**src/rtl/core_pkg.sv**
```systemverilog
// core_pkg: unit/op codes, scheduler state encoding and decode helpers shared by the issue scheduler.
package core_pkg;
  localparam int NUNITS = 6;
  localparam int MAX_OUTST = 4;
  localparam int OUTST_W = $clog2(MAX_OUTST + 1);
  localparam logic [2:0] UNIT_ARITH = 3'd0;
  localparam logic [2:0] UNIT_LOGIC = 3'd1;
  localparam logic [2:0] UNIT_INIT = 3'd2;
  localparam logic [2:0] UNIT_BRANCH = 3'd3;
  localparam logic [2:0] UNIT_LOAD = 3'd4;
  localparam logic [2:0] UNIT_STORE = 3'd5;
  localparam logic [2:0] ARITH_OP_ADD = 3'd0;
  localparam logic [2:0] ARITH_OP_SUB = 3'd1;
  localparam logic [2:0] LOGIC_OP_AND = 3'd0;
  localparam logic [2:0] LOGIC_OP_OR = 3'd1;
  localparam logic [1:0] BRANCH_OP_CONDBR = 2'd0;
  localparam logic [1:0] BRANCH_OP_JAL = 2'd1;
  localparam logic [1:0] BRANCH_OP_JALR = 2'd2;
  typedef enum logic [1:0] {EMPTY = 2'd0, HOLD = 2'd1, DRAIN = 2'd2} sched_state_e;
  function automatic logic writes_rd(logic [2:0] unit, logic [2:0] op, logic [4:0] rd);
    return rd != 5'd0 && unit != UNIT_STORE && !(unit == UNIT_BRANCH && op[1:0] == BRANCH_OP_CONDBR);
  endfunction
  function automatic logic uses_rs1(logic [2:0] unit, logic [2:0] op);
    return unit == UNIT_ARITH || unit == UNIT_LOGIC || unit == UNIT_LOAD || unit == UNIT_STORE ||
           (unit == UNIT_BRANCH && op[1:0] != BRANCH_OP_JAL);
  endfunction
  function automatic logic uses_rs2(logic [2:0] unit, logic [2:0] op);
    return unit == UNIT_STORE || (unit == UNIT_BRANCH && op[1:0] == BRANCH_OP_CONDBR);
  endfunction
  function automatic logic [31:0] sat_inc(logic [31:0] v, logic inc);
    return v + 32'(inc && v != '1);
  endfunction
endpackage

```
**src/rtl/issue_scheduler_if.sv**
```systemverilog
// issue_scheduler_if: decoder, issue, writeback and flush signals of issue_scheduler.
// ISSUE_PERF_EN adds the saturating performance counter outputs.
interface issue_scheduler_if;
  import core_pkg::*;
  logic i_dec_valid;
  logic o_dec_ready;
  logic [2:0] i_unit, i_op, i_func;
  logic [4:0] i_rd, i_rs1, i_rs2;
  logic [31:0] i_imm;
  logic [NUNITS-1:0] o_iss_valid, i_iss_ready;
  logic [2:0] o_iss_op, o_iss_func;
  logic [4:0] o_iss_rd, o_iss_rs1, o_iss_rs2;
  logic [31:0] o_iss_imm;
  logic i_wb_valid;
  logic [4:0] i_wb_rd;
  logic i_flush;
  logic o_busy;
`ifdef ISSUE_PERF_EN
  logic [31:0] o_perf_issued, o_perf_hazard_stalls, o_perf_unit_stalls;
`endif
  modport slave (
`ifdef ISSUE_PERF_EN
    output o_perf_issued, o_perf_hazard_stalls, o_perf_unit_stalls,
`endif
    input i_dec_valid, i_unit, i_op, i_func, i_rd, i_rs1, i_rs2, i_imm, i_iss_ready, i_wb_valid, i_wb_rd, i_flush,
    output o_dec_ready, o_iss_valid, o_iss_op, o_iss_func, o_iss_rd, o_iss_rs1, o_iss_rs2, o_iss_imm, o_busy
  );
  modport master (
`ifdef ISSUE_PERF_EN
    input o_perf_issued, o_perf_hazard_stalls, o_perf_unit_stalls,
`endif
    output i_dec_valid, i_unit, i_op, i_func, i_rd, i_rs1, i_rs2, i_imm, i_iss_ready, i_wb_valid, i_wb_rd, i_flush,
    input o_dec_ready, o_iss_valid, o_iss_op, o_iss_func, o_iss_rd, o_iss_rs1, o_iss_rs2, o_iss_imm, o_busy
  );
endinterface

```
**src/rtl/issue_scheduler_scoreboard.sv**
```systemverilog
// scoreboard: pending-write bit per register, in-flight write counter and RAW/WAW lookup.
module scoreboard import core_pkg::*; (
  input  logic       i_clk,
  input  logic       i_rst_n,
  input  logic       i_set,
  input  logic [4:0] i_set_rd,
  input  logic       i_clr,
  input  logic [4:0] i_clr_rd,
  input  logic [4:0] i_rs1,
  input  logic [4:0] i_rs2,
  input  logic [4:0] i_rd,
  input  logic       i_use_rs1,
  input  logic       i_use_rs2,
  input  logic       i_wr,
  output logic       o_hazard,
  output logic       o_full,
  output logic       o_idle
);
  logic [31:0] r_sb;
  logic [OUTST_W-1:0] r_outst;
  logic w_clr, w_dec;
  assign w_clr = i_clr && i_clr_rd != 5'd0;
  assign w_dec = w_clr && r_outst != '0;
  // Set is applied after clear so a same-register issue and writeback leaves the bit pending.
  always_ff @(posedge i_clk or negedge i_rst_n) begin
    if (!i_rst_n) begin
      r_sb <= '0;
      r_outst <= '0;
    end else begin
      r_sb <= (r_sb & ~(32'(w_clr) << i_clr_rd)) | (32'(i_set) << i_set_rd);
      r_outst <= r_outst + OUTST_W'(i_set) - OUTST_W'(w_dec);
    end
  end
  assign o_hazard = (i_use_rs1 && r_sb[i_rs1]) || (i_use_rs2 && r_sb[i_rs2]) || (i_wr && r_sb[i_rd]);
  assign o_full = r_outst == OUTST_W'(MAX_OUTST);
  assign o_idle = r_outst == '0;
endmodule

```
**src/rtl/issue_scheduler.sv**
```systemverilog
// issue_scheduler: single-entry hold register that issues one decoded instruction per cycle to its unit.
// Define ISSUE_PERF_EN to add issue/stall performance counters.
module issue_scheduler import core_pkg::*; (
  input logic i_clk,
  input logic i_rst_n,
  issue_scheduler_if.slave bus
);
  sched_state_e r_state, w_next;
  logic [2:0] r_unit, r_op, r_func;
  logic [4:0] r_rd, r_rs1, r_rs2;
  logic [31:0] r_imm;
  logic w_wr, w_hazard, w_full, w_idle, w_known, w_issue_ok, w_fire, w_accept;
  assign w_known = r_unit < 3'(NUNITS);
  assign w_wr = writes_rd(r_unit, r_op, r_rd);
  assign w_issue_ok = r_state == HOLD && w_known && !w_hazard && !(w_wr && w_full) && !bus.i_flush;
  assign bus.o_iss_valid = w_issue_ok ? NUNITS'(1) << r_unit : '0;
  assign w_fire = |(bus.o_iss_valid & bus.i_iss_ready);
  assign bus.o_dec_ready = !bus.i_flush && (r_state == EMPTY || (r_state == HOLD && w_fire));
  assign w_accept = bus.o_dec_ready && bus.i_dec_valid;
  assign bus.o_busy = r_state != EMPTY || !w_idle;
  assign bus.o_iss_op = r_op;
  assign bus.o_iss_func = r_func;
  assign bus.o_iss_rd = r_rd;
  assign bus.o_iss_rs1 = r_rs1;
  assign bus.o_iss_rs2 = r_rs2;
  assign bus.o_iss_imm = r_imm;
  always_ff @(posedge i_clk or negedge i_rst_n) begin
    if (!i_rst_n) r_state <= EMPTY;
    else r_state <= w_next;
  end
  // Unknown unit codes leave HOLD without issuing.
  always_comb begin
    w_next = bus.i_flush ? (w_idle ? EMPTY : DRAIN) :
             w_accept ? HOLD :
             ((r_state == HOLD && (w_fire || !w_known)) || (r_state == DRAIN && w_idle)) ? EMPTY : r_state;
  end
  always_ff @(posedge i_clk or negedge i_rst_n) begin
    if (!i_rst_n) begin
      {r_unit, r_op, r_func, r_rd, r_rs1, r_rs2, r_imm} <= '0;
    end else if (w_accept) begin
      {r_unit, r_op, r_func} <= {bus.i_unit, bus.i_op, bus.i_func};
      {r_rd, r_rs1, r_rs2, r_imm} <= {bus.i_rd, bus.i_rs1, bus.i_rs2, bus.i_imm};
    end
  end
  scoreboard u_sb (
    .i_clk(i_clk), .i_rst_n(i_rst_n),
    .i_set(w_fire && w_wr), .i_set_rd(r_rd),
    .i_clr(bus.i_wb_valid), .i_clr_rd(bus.i_wb_rd),
    .i_rs1(r_rs1), .i_rs2(r_rs2), .i_rd(r_rd),
    .i_use_rs1(uses_rs1(r_unit, r_op)), .i_use_rs2(uses_rs2(r_unit, r_op)), .i_wr(w_wr),
    .o_hazard(w_hazard), .o_full(w_full), .o_idle(w_idle)
  );
`ifdef ISSUE_PERF_EN
  logic [31:0] r_perf_issued, r_perf_hazard, r_perf_unit;
  always_ff @(posedge i_clk or negedge i_rst_n) begin
    if (!i_rst_n) begin
      {r_perf_issued, r_perf_hazard, r_perf_unit} <= '0;
    end else begin
      r_perf_issued <= sat_inc(r_perf_issued, w_fire);
      r_perf_hazard <= sat_inc(r_perf_hazard, r_state == HOLD && w_hazard);
      r_perf_unit <= sat_inc(r_perf_unit, |bus.o_iss_valid && !w_fire);
    end
  end
  assign bus.o_perf_issued = r_perf_issued;
  assign bus.o_perf_hazard_stalls = r_perf_hazard;
  assign bus.o_perf_unit_stalls = r_perf_unit;
`endif
endmodule
```
**src/flat_wrapper.sv**
```systemverilog
// flat-port wrapper written by rule: the top's interface ports become plain ports
module issue_scheduler_flat import core_pkg::*;
  (i_clk, i_rst_n, bus_i_dec_valid, bus_i_unit, bus_i_op, bus_i_func, bus_i_rd, bus_i_rs1, bus_i_rs2, bus_i_imm, bus_i_iss_ready, bus_i_wb_valid, bus_i_wb_rd, bus_i_flush, bus_o_dec_ready, bus_o_iss_valid, bus_o_iss_op, bus_o_iss_func, bus_o_iss_rd, bus_o_iss_rs1, bus_o_iss_rs2, bus_o_iss_imm, bus_o_busy);
  issue_scheduler_if bus_i ();
  input logic i_clk;
  input logic i_rst_n;
  input wire logic [$bits(bus_i.i_dec_valid)-1:0] bus_i_dec_valid;
  input wire logic [$bits(bus_i.i_unit)-1:0] bus_i_unit;
  input wire logic [$bits(bus_i.i_op)-1:0] bus_i_op;
  input wire logic [$bits(bus_i.i_func)-1:0] bus_i_func;
  input wire logic [$bits(bus_i.i_rd)-1:0] bus_i_rd;
  input wire logic [$bits(bus_i.i_rs1)-1:0] bus_i_rs1;
  input wire logic [$bits(bus_i.i_rs2)-1:0] bus_i_rs2;
  input wire logic [$bits(bus_i.i_imm)-1:0] bus_i_imm;
  input wire logic [$bits(bus_i.i_iss_ready)-1:0] bus_i_iss_ready;
  input wire logic [$bits(bus_i.i_wb_valid)-1:0] bus_i_wb_valid;
  input wire logic [$bits(bus_i.i_wb_rd)-1:0] bus_i_wb_rd;
  input wire logic [$bits(bus_i.i_flush)-1:0] bus_i_flush;
  output wire logic [$bits(bus_i.o_dec_ready)-1:0] bus_o_dec_ready;
  output wire logic [$bits(bus_i.o_iss_valid)-1:0] bus_o_iss_valid;
  output wire logic [$bits(bus_i.o_iss_op)-1:0] bus_o_iss_op;
  output wire logic [$bits(bus_i.o_iss_func)-1:0] bus_o_iss_func;
  output wire logic [$bits(bus_i.o_iss_rd)-1:0] bus_o_iss_rd;
  output wire logic [$bits(bus_i.o_iss_rs1)-1:0] bus_o_iss_rs1;
  output wire logic [$bits(bus_i.o_iss_rs2)-1:0] bus_o_iss_rs2;
  output wire logic [$bits(bus_i.o_iss_imm)-1:0] bus_o_iss_imm;
  output wire logic [$bits(bus_i.o_busy)-1:0] bus_o_busy;
  assign bus_i.i_dec_valid = bus_i_dec_valid;
  assign bus_i.i_unit = bus_i_unit;
  assign bus_i.i_op = bus_i_op;
  assign bus_i.i_func = bus_i_func;
  assign bus_i.i_rd = bus_i_rd;
  assign bus_i.i_rs1 = bus_i_rs1;
  assign bus_i.i_rs2 = bus_i_rs2;
  assign bus_i.i_imm = bus_i_imm;
  assign bus_i.i_iss_ready = bus_i_iss_ready;
  assign bus_i.i_wb_valid = bus_i_wb_valid;
  assign bus_i.i_wb_rd = bus_i_wb_rd;
  assign bus_i.i_flush = bus_i_flush;
  assign bus_o_dec_ready = bus_i.o_dec_ready;
  assign bus_o_iss_valid = bus_i.o_iss_valid;
  assign bus_o_iss_op = bus_i.o_iss_op;
  assign bus_o_iss_func = bus_i.o_iss_func;
  assign bus_o_iss_rd = bus_i.o_iss_rd;
  assign bus_o_iss_rs1 = bus_i.o_iss_rs1;
  assign bus_o_iss_rs2 = bus_i.o_iss_rs2;
  assign bus_o_iss_imm = bus_i.o_iss_imm;
  assign bus_o_busy = bus_i.o_busy;
  issue_scheduler u_core (.i_clk(i_clk), .i_rst_n(i_rst_n), .bus(bus_i));
endmodule
```
**config.mk**
```make
export PLATFORM = sky130hd
export DESIGN_NAME = issue_scheduler_flat
export DESIGN_NICKNAME = d
export VERILOG_FILES = /design/src/rtl/core_pkg.sv /design/src/rtl/issue_scheduler_if.sv /design/src/rtl/issue_scheduler_scoreboard.sv /design/src/rtl/issue_scheduler.sv /design/src/flat_wrapper.sv
export SDC_FILE = /design/constraint.sdc
export NUM_CORES = 1
export LEC_CHECK = 0
export CELL_PAD_IN_SITES_DETAIL_PLACEMENT = 0
export CELL_PAD_IN_SITES_GLOBAL_PLACEMENT = 1
export CORE_UTILIZATION = 39
export CTS_CLUSTER_SIZE = 12
export DETAILED_ROUTE_END_ITERATION = 8
export PLACE_DENSITY = 0.82
export SETUP_SLACK_MARGIN = 0.3
export SYNTH_ARGS = -nofsm -noshare
export SYNTH_HDL_FRONTEND = slang
export SYNTH_SLANG_ARGS = --single-unit
```
**constraint.sdc**
```tcl
create_clock -name i_clk -period 4.1 [get_ports i_clk]
set_input_delay 0.82 -clock i_clk [delete_from_list [all_inputs] [get_ports i_clk]]
set_output_delay 0.82 -clock i_clk [all_outputs]
set_load 0.02 [all_outputs]
```
* Word level (Yosys, flattened, before mapping)
Cells that the tools add are included.
W data, S select, Z words.
** Storage, ports and cells
- Register bits after elaboration :: 93
- Bits in latches :: 0
- RAM bits :: 0
- ROM bits :: 0
- Input bits :: 72
- Output and inout bits :: 61
- Logic and storage cells :: 90
- Memories kept :: 0
** Operators by class
- Add/sub/neg operators :: 2
- Multipliers :: 0
- Div/mod/pow operators :: 0
- Magnitude comparators :: 4
- Equality and inequality tests :: 9
- Shift-type cells :: 3
- Muxes and demuxes :: 11
- Bitwise operators :: 4
- Reduce and logical (&&, ||, !) cells :: 47
** Operator list (count)
- $shl A1 B5 Y32 :: 2
- $and A32 B32 Y32 :: 1
- $not A32 Y32 :: 1
- $or A32 B32 Y32 :: 1
- $logic_and A1 B1 Y1 :: 20
- $lt A5 B6 Y1 const B :: 3
- $bmux W1 S5 :: 3
- $logic_or A1 B1 Y1 :: 11
- $reduce_bool A5 Y1 :: 2
- $eq A3 B3 Y1 const B :: 3
- $mux W2 :: 4
- $and A6 B6 Y6 :: 1
- $logic_not A1 Y1 :: 6
- $logic_not A3 Y1 :: 2
- $mux W6 :: 1
- $reduce_bool A3 Y1 :: 2
- $reduce_or A6 Y1 :: 1
- $shl A1 B3 Y6 const A :: 1
- $logic_not A2 Y1 :: 2
- $add A3 B1 Y3 :: 1
- $eq A3 B1 Y1 const B :: 1
- $eq A3 B2 Y1 const B :: 1
- $lt A3 B3 Y1 const B :: 1
- $mux W1 :: 3
- other kinds (6) :: 6

* Depth between registers and ports, before layout
Gate-level depths: netlist of run 1.
- Depth in word-level cells :: 21
- Mapped depth :: 14
- Mapped depth without buffers :: 12

* Modules after synthesis
A second synthesis of run 1 with hierarchy kept.
** Second synthesis, totals
- Cell total of the unflattened synthesis :: 523
- Area, all modules :: 5437.7 sq um
** Modules (own cells, without submodules)
- issue_scheduler :: times used 1, cells each 305, area an instance 3080.5 sq um, seq. area each 1451.4 sq um
- scoreboard :: times used 1, cells each 218, area an instance 2357.3 sq um, seq. area each 875.8 sq um

* Worst setup path after synthesis of run 1
Ideal clock, no wire load.
- Path kind :: register to output
- From :: reg u_core.r_rs1[0] (netlist: u_core.bus.o_iss_rs1[0])
- To :: out bus_o_iss_valid[4]
- Arrival time :: 2.738 ns
- Data required time :: 3.280 ns
- Setup slack :: 0.542 ns
- Cell stages (with the launch flop) :: 9
- Path buffers :: 1
- Cell sequence :: dfrtp_1 buf_4 mux4_2 nor2b_1 a2111oi_2 a2111oi_2 nor4b_1 nand2b_1 nor3b_1
** Between the ends
- Longest elaborated chain between the ends :: 10
** RTL lines
- start: declaration :: line issue_scheduler.sv:10 : logic [4:0] r_rd, r_rs1, r_rs2;
- start signal: assignment :: line issue_scheduler.sv:42 : {r_rd, r_rs1, r_rs2, r_imm} <= {bus.i_rd, bus.i_rs1, bus.i_rs2, bus.i_imm};
- $bmux W1 S5 :: line issue_scheduler_scoreboard.sv:34 : assign o_hazard = (i_use_rs1 && r_sb[i_rs1]) || (i_use_rs2 && r_sb[i_rs2]) || (i_wr && r_sb[i_rd]);
- $mux W1 (not written as such) :: line issue_scheduler_scoreboard.sv:34
- $logic_and A1 B1 Y1 :: line issue_scheduler_scoreboard.sv:34
- $logic_or A1 B1 Y1 (2 in series) :: line issue_scheduler_scoreboard.sv:34
- $logic_not A1 Y1 :: line issue_scheduler.sv:15 : assign w_issue_ok = r_state == HOLD && w_known && !w_hazard && !(w_wr && w_full) && !bus.i_flush;
- $logic_and A1 B1 Y1 (3 in series) :: line issue_scheduler.sv:15
- $mux W6 :: line issue_scheduler.sv:16 : assign bus.o_iss_valid = w_issue_ok ? NUNITS'(1) << r_unit : '0;
- end: declaration :: line flat_wrapper.sv:20 : output wire logic [$bits(bus_i.o_iss_valid)-1:0] bus_o_iss_valid;
No other way between the ends. The select of a mux whose other input is x is not followed.

* Worst setup path after layout of run 1
Ends and elaborated chain as after synthesis.

==> impl_metrics.ini, run 1 <==
[routing]
drc = 0
wirelength_um = 13300
wl_per_cell_um = 19.3
viasPerCell = 5.44
drt-initial-drc-count = 194
vias = 3750
first_pass_iters = 4
ant_nets = 0

[layout]
multi_input_area_sq_um = 2480
drive_gt1_share_pct = 25.3
syn2layout_area_growth_pct = 39.0
antenna_cells = 0
seqCellArea_sq_um = 2330
nFillCells = 1014
nets = 591

[die]
initial_core_util_pct = 40.5
die_x_um = 114
io_pins = 133
die_h_um = 114
num_rows = 40
coreArea_sq_um = 12200
die-area_sq_um = 13100

[yosys]
synth_cell_types = 40
syn_inst = 378
seq_area_frac_synth_pct = 47.3
synth_seq_cells = 93
synth_area_per_cell_sq_um = 13.0
syn_nets = 453
synth_area_sq_um = 4920
yosysWarnings = 0

[clock_tree]
numCtsBuffers = 9
clk_pin_slew_ns = 0.07
clock_path_buffers = 2
clock_sinks = 93
clock_latency_ns = 0.34
htreeDepth = 3
tritoncts = built
root_buffer = clkbuf_16

[setup_path]
cp_max_fo = 6
critPathCaptureType = output pin
ff2ff_setup_slack_ns = 0.77
worst_r2r_path_depth = 15
critPathLaunchType = flop
timing.rr.start = u_core.bus.o_iss_rd[0]$_DFFE_PN0P_
worstPathArrival_ns = 2.84
cp.required_ns = 3.28
r2r_end = u_core.u_sb.r_outst[2]$_DFF_PN0_
worst-setup-path-type = flop to output pin
crit_end = bus_o_iss_valid[4]
worstSetupStartpoint = u_core.bus.o_iss_rs1[0]$_DFFE_PN0P_

[pwr]
cellLeakagePower_nw = 2.92
p_per_area_nw_per_um2 = 692
power_mw = 4.73
ir_drop_mv = 0.250

[global_routing]
gr-total-overflow = 0
grt_antenna_before_repair = 0
grt_pass1_vias = 3918
grt_pass1_wl_um = 21100
track_usage_pct = 21.2
grt_max_degree = 38

[placement]
hpwl_um = 10100
port_buffers = 132
gp_congestion = 0.912
post-place-ws_ns = 0.161

[timing]
final_hold_viol_count = 0
tightest_slew_ns = 0.555
post-route-period-util_pct = 89.4
slew_headroom_pct = 62.8
setup_viol = 0
rsz0062_at_grt = true
drv_slew = 0
max_freq_mhz = 273
period_needed_ns = 3.66
fin_skew_ns = 0.00763
setup_slack_ns = 0.435
setup_tns_ns = 0

[status]
status = finished clean

[run]
drv_cap = 0

[min_path]
hp-class = primary input to asynchronous set/reset pin
how the worst min path moves through the flow:
stage / slack, ns / cells past startpoint / startpoint / end
finish: 0.41 / 1 / i_rst_n / u_core.u_sb.r_sb[30]$_DFF_PN0_
global route: 0.45 / 1 / i_rst_n / u_core.u_sb.r_sb[30]$_DFF_PN0_
CTS: 0.43 / 1 / i_rst_n / u_core.u_sb.r_sb[24]$_DFF_PN0_
detailed placement: 0.44 / 0 / u_core.u_sb.r_sb[0]$_DFF_PN0_ / u_core.u_sb.r_sb[0]$_DFF_PN0_
global placement: 0.44 / 0 / u_core.u_sb.r_sb[0]$_DFF_PN0_ / u_core.u_sb.r_sb[0]$_DFF_PN0_
floorplan: 0.46 / 1 / u_core.u_sb.r_sb[0]$_DFF_PN0_ / u_core.u_sb.r_sb[0]$_DFF_PN0_
what timing repair did:
item	in CTS	in global routing
hold buffers	0	0
buffers inserted	0	0
setup endpoints to repair	7	7
pin swaps	0	0
resized for setup	10	17
where the power goes:
part	total, mW	internal [mW]	switching, mW
Sequential	1.61	1.24	0.371
Clock	0.967	0.604	0.364
Combinational	2.16	1.22	0.938
stage by stage:
stage | area, sq um | util, % | std cells | hold slack, ns
2_1_floorplan | 4920 | - | 378 | 0.458
3_3_place_gp | 6490 | 53.4 | 673 | 0.436
3_5_place_dp | 6490 | 53.4 | 673 | 0.436
4_1_cts | 6850 | 56.3 | 689 | 0.434
5_1_grt | 6840 | 56.3 | 689 | 0.448
6_report | 6840 | 56.3 | 689 | 0.414
placed cells by master (no fill, tap or decap), drive strengths merged, types with 4 or more instances in the layout:
master         netlist  layout
clkdlybuf4s50        0     124
dfrtp               93      93
o21ai               62      62
mux2                62      62
mux4                22      22
buf                 12      17
mux2i               16      16
clkbuf               9      15
nand2               13      13
nor2                12      12
nand3b              10      10
inv                  7       9
nand3                8       8
nor2b                5       5
nand2b               5       5
nor3                 5       5
nand4                4       4
state kept, by name, indices dropped and copies added (netlist names):
name                   cells
u_core.r_unit              3
u_core.u_sb.r_sb          32
u_core.u_sb.r_outst        3
u_core.bus.o_iss_imm      32
u_core.bus.o_iss_rd        5
u_core.bus.o_iss_op        3
u_core.bus.o_iss_rs1       5
u_core.bus.o_iss_func      3
u_core.r_state             2
u_core.bus.o_iss_rs2       5
cells by family (layout without fill, tap and decap cells):
logic type	count (synthesis)	in the layout	synth area share, %
compound gates	75	75	8.61
xor+xnor	2	2	0.356
fa+ha+maj	3	3	0.915
buf+inv	28	171	3.07
flops	93	93	47.3
mux	100	100	30.5
simple gates	77	77	9.22
synth_stat cells (all sizes together):
library cell | count | area share (%)
nor3 | 5 | 0.51
o31ai | 1 | 0.15
ha | 2 | 0.51
fa | 1 | 0.41
o211ai | 1 | 0.25
a2bb2oi | 1 | 0.18
a2111oi | 2 | 0.61
inv | 7 | 0.53
and2 | 1 | 0.13
nand4b | 2 | 0.36
nand4 | 4 | 0.51
and3b | 1 | 0.18
xnor2 | 2 | 0.36
mux4 | 22 | 10
nor4b | 3 | 0.84
nor2b | 5 | 0.64
nand2b | 5 | 0.64
nand2 | 13 | 0.99
o21ai | 62 | 6.3
nand3b | 10 | 1.5
mux2 | 62 | 17
dfrtp | 93 | 47
a221oi | 1 | 0.18
nor2 | 12 | 0.91
or3 | 3 | 0.38
or3b | 2 | 0.36
mux2i | 16 | 3.3
nand3 | 8 | 0.81
clkbuf | 9 | 0.69
a21oi | 3 | 0.30
a32oi | 1 | 0.18
nor3b | 3 | 0.46
o21a | 3 | 0.46
buf | 12 | 1.9
layout make-up:
class                      instances  area share, %
multi-input combinational        257           36.2
timing repair buffer             148           21.2
clock buffer                      10           3.35
tap                              168           3.07
inverter                           7          0.384
clock inverter                     6           1.74
sequential                        93           34.1
routing by layer:
metal,part of all wire [%],vias to the layer above,track usage (%)
li1,-,1694,-
met1,43,1893,28.0
met2,49,135,35.0
met3,5.9,28,3.34
met4,2.1,0,8.74
met5,0,-,0
critical path, stage by stage (launching register included):
cell and delay [ns]:
dfrtp_1 0.42, buf_4 0.21, mux4_2 0.51, mux2i_1 0.18, mux2_2 0.22, a2111oi_4 0.09
nor4b_2 0.31, nand2b_1 0.16, nor3b_1 0.21, clkbuf_2 0.20
Note: power is estimated with default switching activity, not from simulation.
==> run 2, diff against run 1 <==
--- a/config.mk
+++ b/config.mk
@@ -5,12 +5,14 @@
 export SDC_FILE = /design/constraint.sdc
 export NUM_CORES = 1
 export LEC_CHECK = 0
+export ABC_CLOCK_PERIOD_IN_PS = 4100
 export CELL_PAD_IN_SITES_DETAIL_PLACEMENT = 0
 export CELL_PAD_IN_SITES_GLOBAL_PLACEMENT = 1
-export CORE_UTILIZATION = 39
+export CORE_UTILIZATION = 50
 export CTS_CLUSTER_SIZE = 12
 export DETAILED_ROUTE_END_ITERATION = 8
-export PLACE_DENSITY = 0.82
+export DONT_BUFFER_PORTS = 1
+export PLACE_DENSITY = 0.8
 export SETUP_SLACK_MARGIN = 0.3
 export SYNTH_ARGS = -nofsm -noshare
 export SYNTH_HDL_FRONTEND = slang
==> run 2 against run 1 <==
  * Largest cell class unchanged
  * Wire length decreased by 13%
  * Global-route usage increased by 1.8 points
  * Critical path type unchanged
  * Via count decreased by 12%
  * First-iteration DRC count decreased by 2.6%
  * Highest routed layer unchanged
==> impl_metrics.ini, run 2 (same netlist as run 1, synthesis figures left out) <==
[routing]
wirelength_um = 11500
drc = 0
viasPerCell = 6.33
wl_per_cell_um = 22.1
first_pass_iters = 5
vias = 3308
ant_nets = 0
drt-initial-drc-count = 189

[run]
drv_cap = 0

[global_routing]
grt_antenna_before_repair = 0
grt_pass1_wl_um = 17600
track_usage_pct = 23.0
grt_pass1_vias = 3255
grt_max_degree = 94
gr-total-overflow = 0

[layout]
drive_gt1_share_pct = 34.8
syn2layout_area_growth_pct = 9.58
nFillCells = 792
final_common_cell = dfrtp_1
layout.cells.non_filler = 523
nets = 464
layout_common_cells = 87 x dfrtp_1, 61 x o21ai_0, 41 x mux2_4
antenna_cells = 0
final_util_pct = 57.6
final_area_sq_um = 5400

[setup_path]
cp_max_fo = 5
critPathLaunchType = flop
max_stage_delay_ns = 0.50
cp_slowest_cell = mux4_2
worstPathArrival_ns = 2.95
cp_num_buf_inv = 2
cpLargestDelayFamily = multiplexers
cp.required_ns = 3.28
critPathCaptureType = output pin
worst-setup-path-type = flop to output pin
crit_path_cell_trace = buf_2, mux4_2, mux2i_1, mux2_2, a32oi_1, nor4b_2, nand2b_1, nor3_1, buf_4

[timing]
setup_tns_ns = 0
holdWs_ns = 0.131
final_hold_viol_count = 0
post-route-period-util_pct = 92.1
drv_slew = 0
tightest_slew_ns = 0.687
max_freq_mhz = 265
setup_viol = 0
slew_headroom_pct = 53.9
fin_skew_ns = 0.0102
period_needed_ns = 3.77
setup_slack_ns = 0.326
rsz0062_at_grt = true

[placement]
place_area_sq_um = 5070
hpwl_um = 8350
post-place-ws_ns = 0.429
port_buffers = 0
gp_congestion = 0.871
dpl.cell_count = 498

[clock_tree]
root_buffer = clkbuf_8
numCtsBuffers = 9
clock_sinks = 93
holdBufCountCts = 0
clk_pin_slew_ns = 0.10
tritoncts = built
htreeDepth = 3
clock_latency_ns = 0.38
clock_path_buffers = 2

[die]
initial_core_util_pct = 52.5
die_x_um = 101
die_h_um = 101
io_pins = 133
coreArea_sq_um = 9370
die-area_sq_um = 10200
num_rows = 35

[pwr]
p_per_area_nw_per_um2 = 709
cellLeakagePower_nw = 2.35
ir_drop_mv = 0.357
power_mw = 3.82

[min_path]
hp-class = primary input to asynchronous set/reset pin

[status]
status = finished clean
[run 2: cell type report]
cell class / count / area (sq um) / share of cell area, %
Tap cell: 129 / 161 / 2.99
Clock inverter: 7 / 78.8 / 1.46
Sequential cell: 93 / 2330 / 43.3
Clock buffer: 9 / 124 / 2.30
Multi-Input combinational cell: 257 / 2500 / 46.3
Inverter: 7 / 26.3 / 0.487
Timing Repair Buffer: 21 / 171 / 3.18
[run 2: worst paths after layout]
| kind | start | endpoint | slack (ns) | cells after the start |
|---|---|---|---|---|
| setup / recovery | u_core.bus.o_iss_rd[0]$_DFFE_PN0P_ | bus_o_iss_valid[0] | 0.33 | 9 |
| hold / removal | i_rst_n | u_core.u_sb.r_sb[15]$_DFF_PN0_ | 0.13 | 0 |
| setup reg to reg | u_core.r_unit[2]$_DFFE_PN0P_ | u_core.bus.o_iss_rs2[2]$_DFFE_PN0P_ | 0.71 | 9 |
| hold reg to reg | u_core.u_sb.r_sb[0]$_DFF_PN0_ | u_core.u_sb.r_sb[0]$_DFF_PN0_ | 0.45 | 0 |
| max in group asynchronous | i_rst_n | u_core.bus.o_iss_rd[2]$_DFFE_PN0P_ | 3.84 | 0 |
| min in group i_clk | u_core.u_sb.r_sb[0]$_DFF_PN0_ | u_core.u_sb.r_sb[0]$_DFF_PN0_ | 0.45 | 0 |
[run 2: what timing repair did]
action,CTS,global route
gates resized for setup,5,9
pin swaps,0,5
gates cloned,0,0
setup buffers,3,6
endpoints found under the setup margin,7,7
[run 2: where the power goes]
group	total (mW)	switching (mW)	internal (mW)
Clock	0.607	0.366	0.241
Combinational	1.27	0.504	0.763
Sequential	1.95	0.717	1.23
Total	3.82	1.59	2.24
[run 2: routing by layer]
metal / global-route usage [%] / share of wire [%] / vias up
met3: 7.94 / 9.3 / 28
li1: - / - / 1430
met1: 29.3 / 39 / 1668
met2: 36.2 / 49 / 182
met5: 0 / 0 / -
met4: 9.14 / 2.3 / 0
==> RTL edit, RTL diff (config.mk and constraints of run 1) <==
Set the package constant `NUNITS` to 12 (it was 6).
--- a/src/rtl/core_pkg.sv
+++ b/src/rtl/core_pkg.sv
@@ -1,6 +1,6 @@
 // core_pkg: unit/op codes, scheduler state encoding and decode helpers shared by the issue scheduler.
 package core_pkg;
-  localparam int NUNITS = 6;
+  localparam int NUNITS = 12;
   localparam int MAX_OUTST = 4;
   localparam int OUTST_W = $clog2(MAX_OUTST + 1);
   localparam logic [2:0] UNIT_ARITH = 3'd0;
Ports: changed (resized bus_i_iss_ready and bus_o_iss_valid); port bits go from 133 to 145. The function was not compared with the original's and may differ.
==> RTL edit against run 1 <==
Worst setup slack better by 59 ps; sequential cell count is the same; area after synthesis is 3.5% higher; cell area is essentially flat; count of clock-buffer cells in the layout did not move; hold slack better by 16 ps; clock skew is 2.5 ps higher; wire length barely moved; synthesized cell count rose by 7.9%; first-iteration DRC count grew 18%; power shrank 1.6%; sequential share of layout area about the same.
==> RTL edit: results (changes against run 1) <==
| Metric | Value |
|---|---|
| Outcome | `finished clean` |
| Met2 usage | `31.8% (-3.2 points)` |
| Post-DR wirelength/cell | `18.7 µm (-3.4%)` |
| Cell variety after synth | `51 (+28%)` |
| Worst EP arrival | `2790 ps (-50 ps)` |
| Xor-xnor portion of the synthesized cell area | `0.344% (-0.012 points)` |
| Synth top area cells | `dfrtp_1, mux2_4, mux4_2, o21ai_0, mux2_2` |
| Via/cell ratio | `5.51 (+1.2%)` |
| Final #Nets | `617 (+4.4%)` |
| Flop pwr share | `34.5% (+0.5 points)` |
| CP top delay family | `simple AND/OR/NAND/NOR gates` |
| Worst R2R Path Depth | `13 (-2)` |
| Synth Area in Compound Gates | `10.9% (+2.3 points)` |
| Worst Hold Class | `register to register` |
| Seq/Total Area, Yosys | `45.7% (-1.6 points)` |
| Sw Share | `37.2% (+1.9 points)` |
| Fin. max-slew vios | `0 (unchanged)` |
| # rows | `41 (+2.5%)` |
| Plain + repair buffers | `145 (-2.0%)` |
| First-pass GRT wire length | `20.5 mm (-3.1%)` |
| Initial DRC Count | `229 (+18%)` |
| # clk buffers | `10 (unchanged)` |
| Num sequential | `93 (unchanged)` |
| FF-to-FF setup slack | `710 ps (-60 ps)` |
| Pre-antenna DRT Iters | `5 (+1)` |
| Worst relative slew slack | `33.7% (-29 points)` |
| Fraction of layout cells with a size suffix above 1 | `22.4% (-3.0 points)` |
| Met1 usage | `26.7% (-1.3 points)` |
| Peak supply drop | `0.000278 V (+11%)` |
| Invs w/o clock | `9 (+2)` |
| Met3 Use GR | `4.93% (+1.6 points)` |
| Vias in the first global route | `3819 (-2.5%)` |
| Clock skew | `10.1 ps (+2.52 ps)` |
| Non-clk buf share | `20.9% (-0.26 points)` |
| GPL Wtd Cong | `0.840 (-7.8%)` |
| Detailed placement HPWL | `9.84 mm (-2.9%)` |
| Clock-net power | `839 µW (-13%)` |
| Slowest cell on the critical path | `a311oi_1` |
| Most used DFF post-synth | `dfrtp_1` |
| Commonest cells post-synth | `dfrtp_1, o21ai_0, mux2_4` |
| Leakage | `2.86 nW (-1.8%)` |
| P per Cell Area | `681 nW/µm² (-1.6%)` |
| Mux contribution to synthesized area | `27.1% (-3.5 points)` |
| FF-to-FF End | `u_core.u_sb.r_outst[2]$_DFF_PN0_` |
| Critical path fanouts, max | `10 (+4)` |
| Area of the multi-input gates | `2530 µm² (+2.1%)` |
| Cell Area, Placed | `6460 µm² (-0.58%)` |
| Register area | `2330 µm² (about the same)` |
| Largest net degree at the start of global routing | `81 (+110%)` |
| Clock buf/inv share | `4.41% (-0.68 points)` |
| Fillers | `1080 (+6.5%)` |
| Layout multi-input combinational cell count | `278 (+8.2%)` |
| Adder-cell share of the synthesized area | `0.884% (-0.031 points)` |
| All-Layer GR Usage | `20.1% (-1.2 points)` |
| Port Buffers | `128 (-3.0%)` |
[RTL edit: worst max-delay path by stage]
stage	to	from	slack (ps)
after global routing	bus_o_iss_valid[1]	u_core.bus.o_iss_rd[0]$_DFFE_PN0P_	360
after floorplan	bus_o_iss_valid[2]	u_core.bus.o_iss_rs1[0]$_DFFE_PN0P_	500
after CTS	bus_o_dec_ready	u_core.bus.o_iss_rs2[1]$_DFFE_PN0P_	110
final	bus_o_iss_valid[1]	u_core.bus.o_iss_rd[0]$_DFFE_PN0P_	490
after detailed placement	bus_o_dec_ready	u_core.bus.o_iss_rs2[0]$_DFFE_PN0P_	310
after global placement	bus_o_dec_ready	u_core.bus.o_iss_rs2[0]$_DFFE_PN0P_	330
[RTL edit: metrics by stage]
| stage | hold WS [ps] | cells | util, % | setup WS (ps) |
|---|---|---|---|---|
| finish | 430 | 713 | 54.0 | 495 |
| global route | 461 | 713 | 54.0 | 357 |
| CTS | 434 | 713 | 54.0 | 109 |
| detailed placement | 416 | 691 | 51.0 | 310 |
| global placement | 416 | 691 | 51.0 | 331 |
| floorplan | 462 | 415 | - | 504 |
[RTL edit: worst reg2reg max path: stages, from the launching register on]
cell,delay [ps]
dfrtp_2,450
buf_4,210
mux4_2,520
nand3_1,100
a311oi_1,160
nor2_1,140
nand3_1,160
buf_4,250
nor4_1,350
ha_1,210
inv_1,50
fa_1,400
xnor2_1,170
xnor2_1,140
[RTL edit: what timing repair did]
| item | CTS | global route |
|---|---|---|
| resized for setup | 13 | 2 |
| endpoints found under the setup margin | 5 | 2 |
| pin swaps | 0 | 0 |
| buffers inserted | 6 | 0 |
[RTL edit: layer usage]
layer | wire [µm] | up-vias
met1 | 5640 | 1954
met5 | 0 | -
met3 | 1220 | 26
li1 | - | 1761
met4 | 290 | 0
met2 | 6160 | 187
